### src/rtl/lcd_frame_pkg.sv
// Shared timing defaults, FSM state type and pixel-format helpers for the LCD read path.
// The colour-bar helper is used only when LCD_TEST_PATTERN_EN is defined.
package lcd_frame_pkg;

   localparam int unsigned DEF_H_ACTIVE = 800;
   localparam int unsigned DEF_H_FP     = 40;
   localparam int unsigned DEF_H_SYNC   = 128;
   localparam int unsigned DEF_H_BP     = 88;
   localparam int unsigned DEF_V_ACTIVE = 480;
   localparam int unsigned DEF_V_FP     = 1;
   localparam int unsigned DEF_V_SYNC   = 3;
   localparam int unsigned DEF_V_BP     = 21;

   typedef enum logic [1:0] {
      IDLE,
      ARMED,
      RUN
   } state_e;

   function automatic int unsigned h_total(input int unsigned act, input int unsigned fp,
                                           input int unsigned sync, input int unsigned bp);
      return act + fp + sync + bp;
   endfunction

   function automatic int unsigned v_total(input int unsigned act, input int unsigned fp,
                                           input int unsigned sync, input int unsigned bp);
      return act + fp + sync + bp;
   endfunction

   // Inverse of the write-side packing: wr1={0,G[11:7],B[11:2]}, wr2={0,G[6:2],R[11:2]}
   function automatic logic [23:0] unpack_rgb(input logic [15:0] rd1, input logic [15:0] rd2);
      return {rd2[9:2], rd1[14:10], rd2[14:12], rd1[9:2]};
   endfunction

   function automatic logic [23:0] bar_rgb(input logic [2:0] bar);
      logic [23:0] c;
      c = '0;
      case (bar)
         3'd0: c = 24'hFFFFFF;
         3'd1: c = 24'hFFFF00;
         3'd2: c = 24'h00FFFF;
         3'd3: c = 24'h00FF00;
         3'd4: c = 24'hFF00FF;
         3'd5: c = 24'hFF0000;
         3'd6: c = 24'h0000FF;
         default: c = 24'h000000;
      endcase
      return c;
   endfunction

endpackage

### src/rtl/lcd_timing_gen.sv
// Free-running H/V counters with sync, active-area and frame-boundary flags.
// Display-agnostic so other panels can reuse it with their own geometry.
module lcd_timing_gen
   import lcd_frame_pkg::*;
#(
   parameter int unsigned H_ACTIVE = DEF_H_ACTIVE,
   parameter int unsigned H_FP     = DEF_H_FP,
   parameter int unsigned H_SYNC   = DEF_H_SYNC,
   parameter int unsigned H_BP     = DEF_H_BP,
   parameter int unsigned V_ACTIVE = DEF_V_ACTIVE,
   parameter int unsigned V_FP     = DEF_V_FP,
   parameter int unsigned V_SYNC   = DEF_V_SYNC,
   parameter int unsigned V_BP     = DEF_V_BP
) (
   input  logic        clk,
   input  logic        rst,
   output logic [15:0] h_cnt,
   output logic [15:0] v_cnt,
   output logic        active,
   output logic        hsync_n,
   output logic        vsync_n,
   output logic        pre_frame_end,
   output logic        frame_end
);

   localparam int unsigned H_TOTAL = h_total(H_ACTIVE, H_FP, H_SYNC, H_BP);
   localparam int unsigned V_TOTAL = v_total(V_ACTIVE, V_FP, V_SYNC, V_BP);
   localparam logic [15:0] H_LAST  = 16'(H_TOTAL - 1);
   localparam logic [15:0] V_LAST  = 16'(V_TOTAL - 1);

   logic [15:0] h_q, h_d;
   logic [15:0] v_q, v_d;

   always_comb begin
      h_d = h_q + 16'd1;
      v_d = v_q;
      if (h_q == H_LAST) begin
         h_d = '0;
         v_d = (v_q == V_LAST) ? '0 : v_q + 16'd1;
      end
   end

   always_ff @(posedge clk or posedge rst) begin
      if (rst) begin
         h_q <= '0;
         v_q <= '0;
      end else begin
         h_q <= h_d;
         v_q <= v_d;
      end
   end

   assign h_cnt         = h_q;
   assign v_cnt         = v_q;
   assign active        = (h_q < 16'(H_ACTIVE)) && (v_q < 16'(V_ACTIVE));
   assign hsync_n       = !((h_q >= 16'(H_ACTIVE + H_FP)) && (h_q < 16'(H_ACTIVE + H_FP + H_SYNC)));
   assign vsync_n       = !((v_q >= 16'(V_ACTIVE + V_FP)) && (v_q < 16'(V_ACTIVE + V_FP + V_SYNC)));
   assign frame_end     = (h_q == H_LAST) && (v_q == V_LAST);
   assign pre_frame_end = (h_q == 16'(H_TOTAL - 2)) && (v_q == V_LAST);

endmodule

### src/rtl/lcd_frame_reader.sv
// Frame-buffer read side: pops packed pixel pairs, unpacks to RGB888 and drives LCD timing.
// Optional colour-bar source enabled by defining LCD_TEST_PATTERN_EN.
module lcd_frame_reader
   import lcd_frame_pkg::*;
#(
   parameter int unsigned H_ACTIVE = DEF_H_ACTIVE,
   parameter int unsigned H_FP     = DEF_H_FP,
   parameter int unsigned H_SYNC   = DEF_H_SYNC,
   parameter int unsigned H_BP     = DEF_H_BP,
   parameter int unsigned V_ACTIVE = DEF_V_ACTIVE,
   parameter int unsigned V_FP     = DEF_V_FP,
   parameter int unsigned V_SYNC   = DEF_V_SYNC,
   parameter int unsigned V_BP     = DEF_V_BP
) (
   input  logic        iClk,
   input  logic        iRst,
   input  logic        iEnable,
`ifdef LCD_TEST_PATTERN_EN
   input  logic        iTestPattern,
`endif
   input  logic [15:0] iRd1_data,
   input  logic [15:0] iRd2_data,
   input  logic        iRd_empty,
   output logic        oRd_req,
   output logic        oFrameStart,
   output logic [7:0]  oLCD_R,
   output logic [7:0]  oLCD_G,
   output logic [7:0]  oLCD_B,
   output logic        oHSYNC,
   output logic        oVSYNC,
   output logic        oDE,
   output logic [15:0] oX_Cont,
   output logic [15:0] oY_Cont,
   output logic        oUnderflow
);

   logic [15:0] h_cnt, v_cnt;
   logic        active, hsync_n, vsync_n, pre_frame_end, frame_end;

   lcd_timing_gen #(
      .H_ACTIVE (H_ACTIVE),
      .H_FP     (H_FP),
      .H_SYNC   (H_SYNC),
      .H_BP     (H_BP),
      .V_ACTIVE (V_ACTIVE),
      .V_FP     (V_FP),
      .V_SYNC   (V_SYNC),
      .V_BP     (V_BP)
   ) u_timing (
      .clk           (iClk),
      .rst           (iRst),
      .h_cnt         (h_cnt),
      .v_cnt         (v_cnt),
      .active        (active),
      .hsync_n       (hsync_n),
      .vsync_n       (vsync_n),
      .pre_frame_end (pre_frame_end),
      .frame_end     (frame_end)
   );

   state_e      state_q, state_d;
   logic        frame_start;
   logic        rd_req;
   logic        tp_on;
   logic        pix_ok_q, pix_ok_d;
   logic        und_q, und_d;
   logic        de_q, hs_q, vs_q;
   logic [15:0] x_q, y_q;
   logic        tp_de;
   logic [23:0] tp_rgb;
   logic [23:0] rgb;

   // iEnable is taken one cycle ahead of the wrap so ARMED occupies the wrap cycle
   // itself; RUN is then live for pixel (0,0) of the new frame.
   always_comb begin
      state_d     = state_q;
      frame_start = 1'b0;
      case (state_q)
         IDLE: begin
            if (pre_frame_end && iEnable) state_d = ARMED;
         end
         ARMED: begin
            if (frame_end) begin
               state_d     = RUN;
               frame_start = 1'b1;
            end
         end
         RUN: begin
            if (frame_end) begin
               if (iEnable) frame_start = 1'b1;
               else         state_d     = IDLE;
            end
         end
         default: state_d = IDLE;
      endcase
   end

   always_comb begin
      rd_req   = (state_q == RUN) && active && !tp_on;
      pix_ok_d = rd_req && !iRd_empty;
      und_d    = frame_start ? 1'b0 : (und_q || (rd_req && iRd_empty));
   end

   always_ff @(posedge iClk or posedge iRst) begin
      if (iRst) begin
         state_q  <= IDLE;
         pix_ok_q <= 1'b0;
         und_q    <= 1'b0;
         de_q     <= 1'b0;
         hs_q     <= 1'b1;
         vs_q     <= 1'b1;
         x_q      <= '0;
         y_q      <= '0;
      end else begin
         state_q  <= state_d;
         pix_ok_q <= pix_ok_d;
         und_q    <= und_d;
         de_q     <= active;
         hs_q     <= hsync_n;
         vs_q     <= vsync_n;
         x_q      <= h_cnt;
         y_q      <= v_cnt;
      end
   end

`ifdef LCD_TEST_PATTERN_EN
   logic        tp_de_q, tp_de_d;
   logic [23:0] tp_rgb_q, tp_rgb_d;
   logic [2:0]  bar_idx;

   always_comb begin
      bar_idx  = 3'((32'(h_cnt) * 32'd8) / H_ACTIVE);
      tp_de_d  = active && iTestPattern;
      tp_rgb_d = bar_rgb(bar_idx);
   end

   always_ff @(posedge iClk or posedge iRst) begin
      if (iRst) begin
         tp_de_q  <= 1'b0;
         tp_rgb_q <= '0;
      end else begin
         tp_de_q  <= tp_de_d;
         tp_rgb_q <= tp_rgb_d;
      end
   end

   assign tp_on  = iTestPattern;
   assign tp_de  = tp_de_q;
   assign tp_rgb = tp_rgb_q;
`else
   assign tp_on  = 1'b0;
   assign tp_de  = 1'b0;
   assign tp_rgb = '0;
`endif

   // FIFO data arrives the cycle after the pop, already aligned with the registered DE.
   always_comb begin
      rgb = '0;
      if (pix_ok_q)   rgb = unpack_rgb(iRd1_data, iRd2_data);
      else if (tp_de) rgb = tp_rgb;
   end

   assign {oLCD_R, oLCD_G, oLCD_B} = rgb;
   assign oRd_req     = rd_req;
   assign oFrameStart = frame_start;
   assign oHSYNC      = hs_q;
   assign oVSYNC      = vs_q;
   assign oDE         = de_q;
   assign oX_Cont     = x_q;
   assign oY_Cont     = y_q;
   assign oUnderflow  = und_q;

endmodule

### config.mk
export PLATFORM = sky130hd
export DESIGN_NAME = lcd_frame_reader
export DESIGN_NICKNAME = d
export VERILOG_FILES = /design/src/rtl/lcd_frame_pkg.sv /design/src/rtl/lcd_timing_gen.sv /design/src/rtl/lcd_frame_reader.sv
export SDC_FILE = /design/constraint.sdc
export NUM_CORES = 1
export LEC_CHECK = 0
export CORE_AREA = 8 8 88 90
export DETAILED_ROUTE_END_ITERATION = 12
export DIE_AREA = 0 0 96 98
export GPL_ROUTABILITY_DRIVEN = 1
export PLACE_DENSITY = 0.84
export SLEW_MARGIN = 30
export SYNTH_ARGS = -nofsm -noshare
export SYNTH_HDL_FRONTEND = slang
export SYNTH_SLANG_ARGS = --single-unit
### constraint.sdc
create_clock -name iClk -period 5.4 [get_ports iClk]
set_clock_uncertainty 0.2 [all_clocks]
set_input_delay 0.54 -clock iClk [delete_from_list [all_inputs] [get_ports iClk]]
set_output_delay 0.54 -clock iClk [all_outputs]
set_load 0.02 [all_outputs]
==> flow_metrics.py <==
metrics = {
    "status": {
        "status": "completed",
    },
    "power_and_ir_drop": {
        "vdd_drop_max_uv": 126,
        "switching_share_pct": 19.8,
        "power_leakage_nw": 1.90,
        "p_int_mw": 0.810,
        "power.density_mw_per_mm2": 240,
        "p_clk_share_pct": 44.4,
        "sequentialPowerShare_pct": 52.6,
        "power_frac_comb_pct": 3.0,
        "switchingPower_mw": 0.200,
        "fin_total_pwr_mw": 1.01,
    },
    "timing": {
        "setup_viol": 0,
        "rsz0062_at_grt": "false",
        "final_hold_viol_count": 0,
        "finalSetupTns_ps": 0,
        "max_slew_margin_pct": 57.5,
        "fin_ws_ps": 1810,
        "fin_crit_ps": 3590,
        "tightestPinTransition_ps": 632,
        "slew_viol_final": 0,
        "finalCritPeriodShare_pct": 66.4,
        "fmax_ghz": 0.279,
    },
    "global_route": {
        "grt_max_degree": 72,
        "overflow": 0,
        "grt_pass1_wl_mm": 10.5,
        "grt_pass1_vias": 2166,
        "track_usage_pct": 14.2,
        "antenna_found_initial": 0,
    },
    "clock_network": {
        "cts_buffers": 9,
        "cts_tree": "yes",
        "cts_resized": 0,
        "ctsHoldBuffers": 0,
        "clock_sinks": 71,
        "post_cts_buffers": 0,
        "clk_pin_slew_ps": 70,
        "cts_root_buffer": "clkbuf_8",
        "clkLatencyLatePin_ps": 340,
        "htreeDepth": 3,
        "cts_buffer_depth": 2,
    },
    "layout": {
        "drive_gt1_share_pct": 9.46,
        "multi_input_area_sq_mm": 0.00118,
        "layout.cells.non_filler": 429,
        "fillers": 489,
        "nNetsFinal": 389,
        "regArea_sq_mm": 0.00178,
        "n_antenna_cell": 0,
        "area_growth_pct": 39.5,
    },
    "synth": {
        "synth_area_sq_mm": 0.00302,
        "ys.flop_type": "dfrtp_1",
        "ys_seq_elements": 71,
        "synth-async-reset-ratio_pct": 100,
        "synth_cell_types": 41,
        "synth_nets": 294,
        "synth_edf_count": 0,
        "avgSynthCellArea_sq_um": 12.1,
        "yosysWarnings": 0,
        "synth_cells": 249,
        "ys_seq_area_share_pct": 59.0,
    },
    "detailed_routing": {
        "drc": 0,
        "drt_pass1_iterations": 4,
        "avgViaCountPerCell": 5.07,
        "drt-total-wl_mm": 6.62,
        "routedWlPerCell_um": 15.4,
        "ant_nets": 0,
        "vias": 2175,
        "drt_iter0_drc": 126,
    },
    "worst_setup_path": {
        "crit_type": "reg2out",
        "cp-end-kind": "primary output",
        "required_ps": 4660,
        "start_kind": "register",
        "crit_fanout": 12,
        "arrival_ps": 2850,
    },
    "floorplanning": {
        "die_area_sq_mm": 0.00941,
        "start_util_pct": 46.4,
        "io_pins": 98,
        "num_rows": 30,
        "dieHeight_um": 98,
        "die_w_um": 96,
        "core_sq_mm": 0.00649,
    },
    "placed_design": {
        "dp_cells": 413,
        "port_buffers": 89,
        "preCtsSetupSlack_ps": 2190,
        "hpwl_mm": 5.07,
        "gp_congestion": 0.778,
    },
    "run": {
        "maxCapViolCount": 0,
    },
    "min_path": {
        "hold_path_class": "reg2reg",
    },
}
-- layout by cell type, fill, tap and decap left out, drive strengths merged, types with 3 or more instances in the layout --
| cell type | netlist | layout |
|---|---|---|
| o21ai | 8 | 8 |
| inv | 9 | 9 |
| dfrtp | 69 | 69 |
| nand4 | 7 | 7 |
| a31oi | 3 | 3 |
| xor2 | 7 | 7 |
| nor4 | 4 | 4 |
| nor2 | 15 | 15 |
| clkbuf | 3 | 11 |
| and3 | 5 | 5 |
| and2 | 29 | 29 |
| nand3 | 16 | 16 |
| ha | 9 | 9 |
| nand2 | 13 | 13 |
| clkdlybuf4s50 | 0 | 89 |
| clkinv | 0 | 3 |
| xnor2 | 16 | 16 |
| o31ai | 7 | 7 |
| nor3 | 5 | 5 |
-- worst max-delay path, stage by stage, from the launching register on --
cell	delay, ps
dfrtp_1	430
ha_1	250
nand4_1	340
or2_1	510
nor3_2	310
clkdlybuf4s50_1	670
-- metrics by stage --
stage          hold slack (ps)  utilization (%)  area, sq um
6_report                   248             64.8         4210
5_1_grt                    267             64.8         4210
4_1_cts                    249             64.7         4200
3_5_place_dp               225             61.4         3990
3_3_place_gp               222             61.4         3990
2_1_floorplan              152                -         3020
-- cell usage after synthesis (2+ instances only) --
cell | number | share of area, %
nor3_2 | 2 | 0.66
and2_1 | 28 | 5.8
xor2_1 | 7 | 2.0
xnor2_1 | 16 | 4.6
o21ai_0 | 7 | 1.2
buf_2 | 3 | 0.50
nor2_1 | 15 | 1.9
ha_1 | 9 | 3.7
dfstp_2 | 2 | 1.7
a31oi_1 | 3 | 0.62
o31ai_1 | 7 | 1.7
o41ai_2 | 2 | 1.1
nor4_4 | 3 | 2.1
inv_1 | 9 | 1.1
nand2_1 | 13 | 1.6
nand4_1 | 7 | 1.5
nand3_1 | 16 | 2.7
nor3_1 | 3 | 0.50
and3_1 | 5 | 1.0
dfrtp_1 | 69 | 57
clkbuf_1 | 3 | 0.37
-- layout make-up --
cell class | instances | area share (%)
Clock buffer | 11 | 3.12
Clock inverter | 5 | 1.96
Inverter | 9 | 0.803
Multi-Input combinational cell | 163 | 28.0
Sequential cell | 71 | 42.3
Tap cell | 80 | 2.38
Timing Repair Buffer | 90 | 21.4
-- per-layer routing --
layer | GRT usage [%] | vias to the layer above | routed length (um)
met5 | 0 | - | 0
met4 | 7.57 | 0 | 121
met3 | 5.30 | 11 | 810
met2 | 21.9 | 97 | 2960
met1 | 16.5 | 1018 | 2730
li1 | - | 1049 | -
-- power groups by stage --
| stage | Combinational, mW | Clock, mW | Sequential [mW] |
|---|---|---|---|
| final | 0.0298 | 0.449 | 0.532 |
| after global routing | 0.0336 | 0.474 | 0.531 |
| after CTS | 0.0306 | 0.455 | 0.532 |
| after detailed placement | 0.0305 | 0 | 0.542 |
| after global placement | 0.0299 | 0 | 0.542 |
| after floorplan | 0.00783 | 0 | 0.542 |
-- flip-flops by register name (all words and copies together), names as in the netlist, 2 cells and up --
signal and cells:
state_q 2, oX_Cont 16, u_timing.h_cnt 16, u_timing.v_cnt 16, oY_Cont 16
-- final timing paths --
kind / from / endpoint / slack (ps) / cells after the start
min in group asynchronous: iRst / pix_ok_q$_DFF_PP0_ / 490 / 3
max in group asynchronous: iRst / oY_Cont[1]$_DFF_PP0_ / 4080 / 3
min reg2reg: u_timing.v_cnt[1]$_DFFE_PP0N_ / oY_Cont[1]$_DFF_PP0_ / 250 / 0
max reg2reg: u_timing.v_cnt[0]$_DFFE_PP0N_ / state_q[0]$_DFFE_PP0P_ / 2830 / 7
min: u_timing.v_cnt[1]$_DFFE_PP0N_ / oY_Cont[1]$_DFF_PP0_ / 250 / 0
max: u_timing.h_cnt[0]$_DFF_PP0_ / oFrameStart / 1810 / 5
-- kinds of logic after synthesis --
group	synth area share, %
DFF	59.0
muxes	0.373
xor gates and xnor gates	6.68
adders and majority gates	3.73
AOI/OAI and AO/OA	5.48
buffers and inverters	1.99
and+or+nand+nor	22.7
Power figures use the tool's default switching activity.
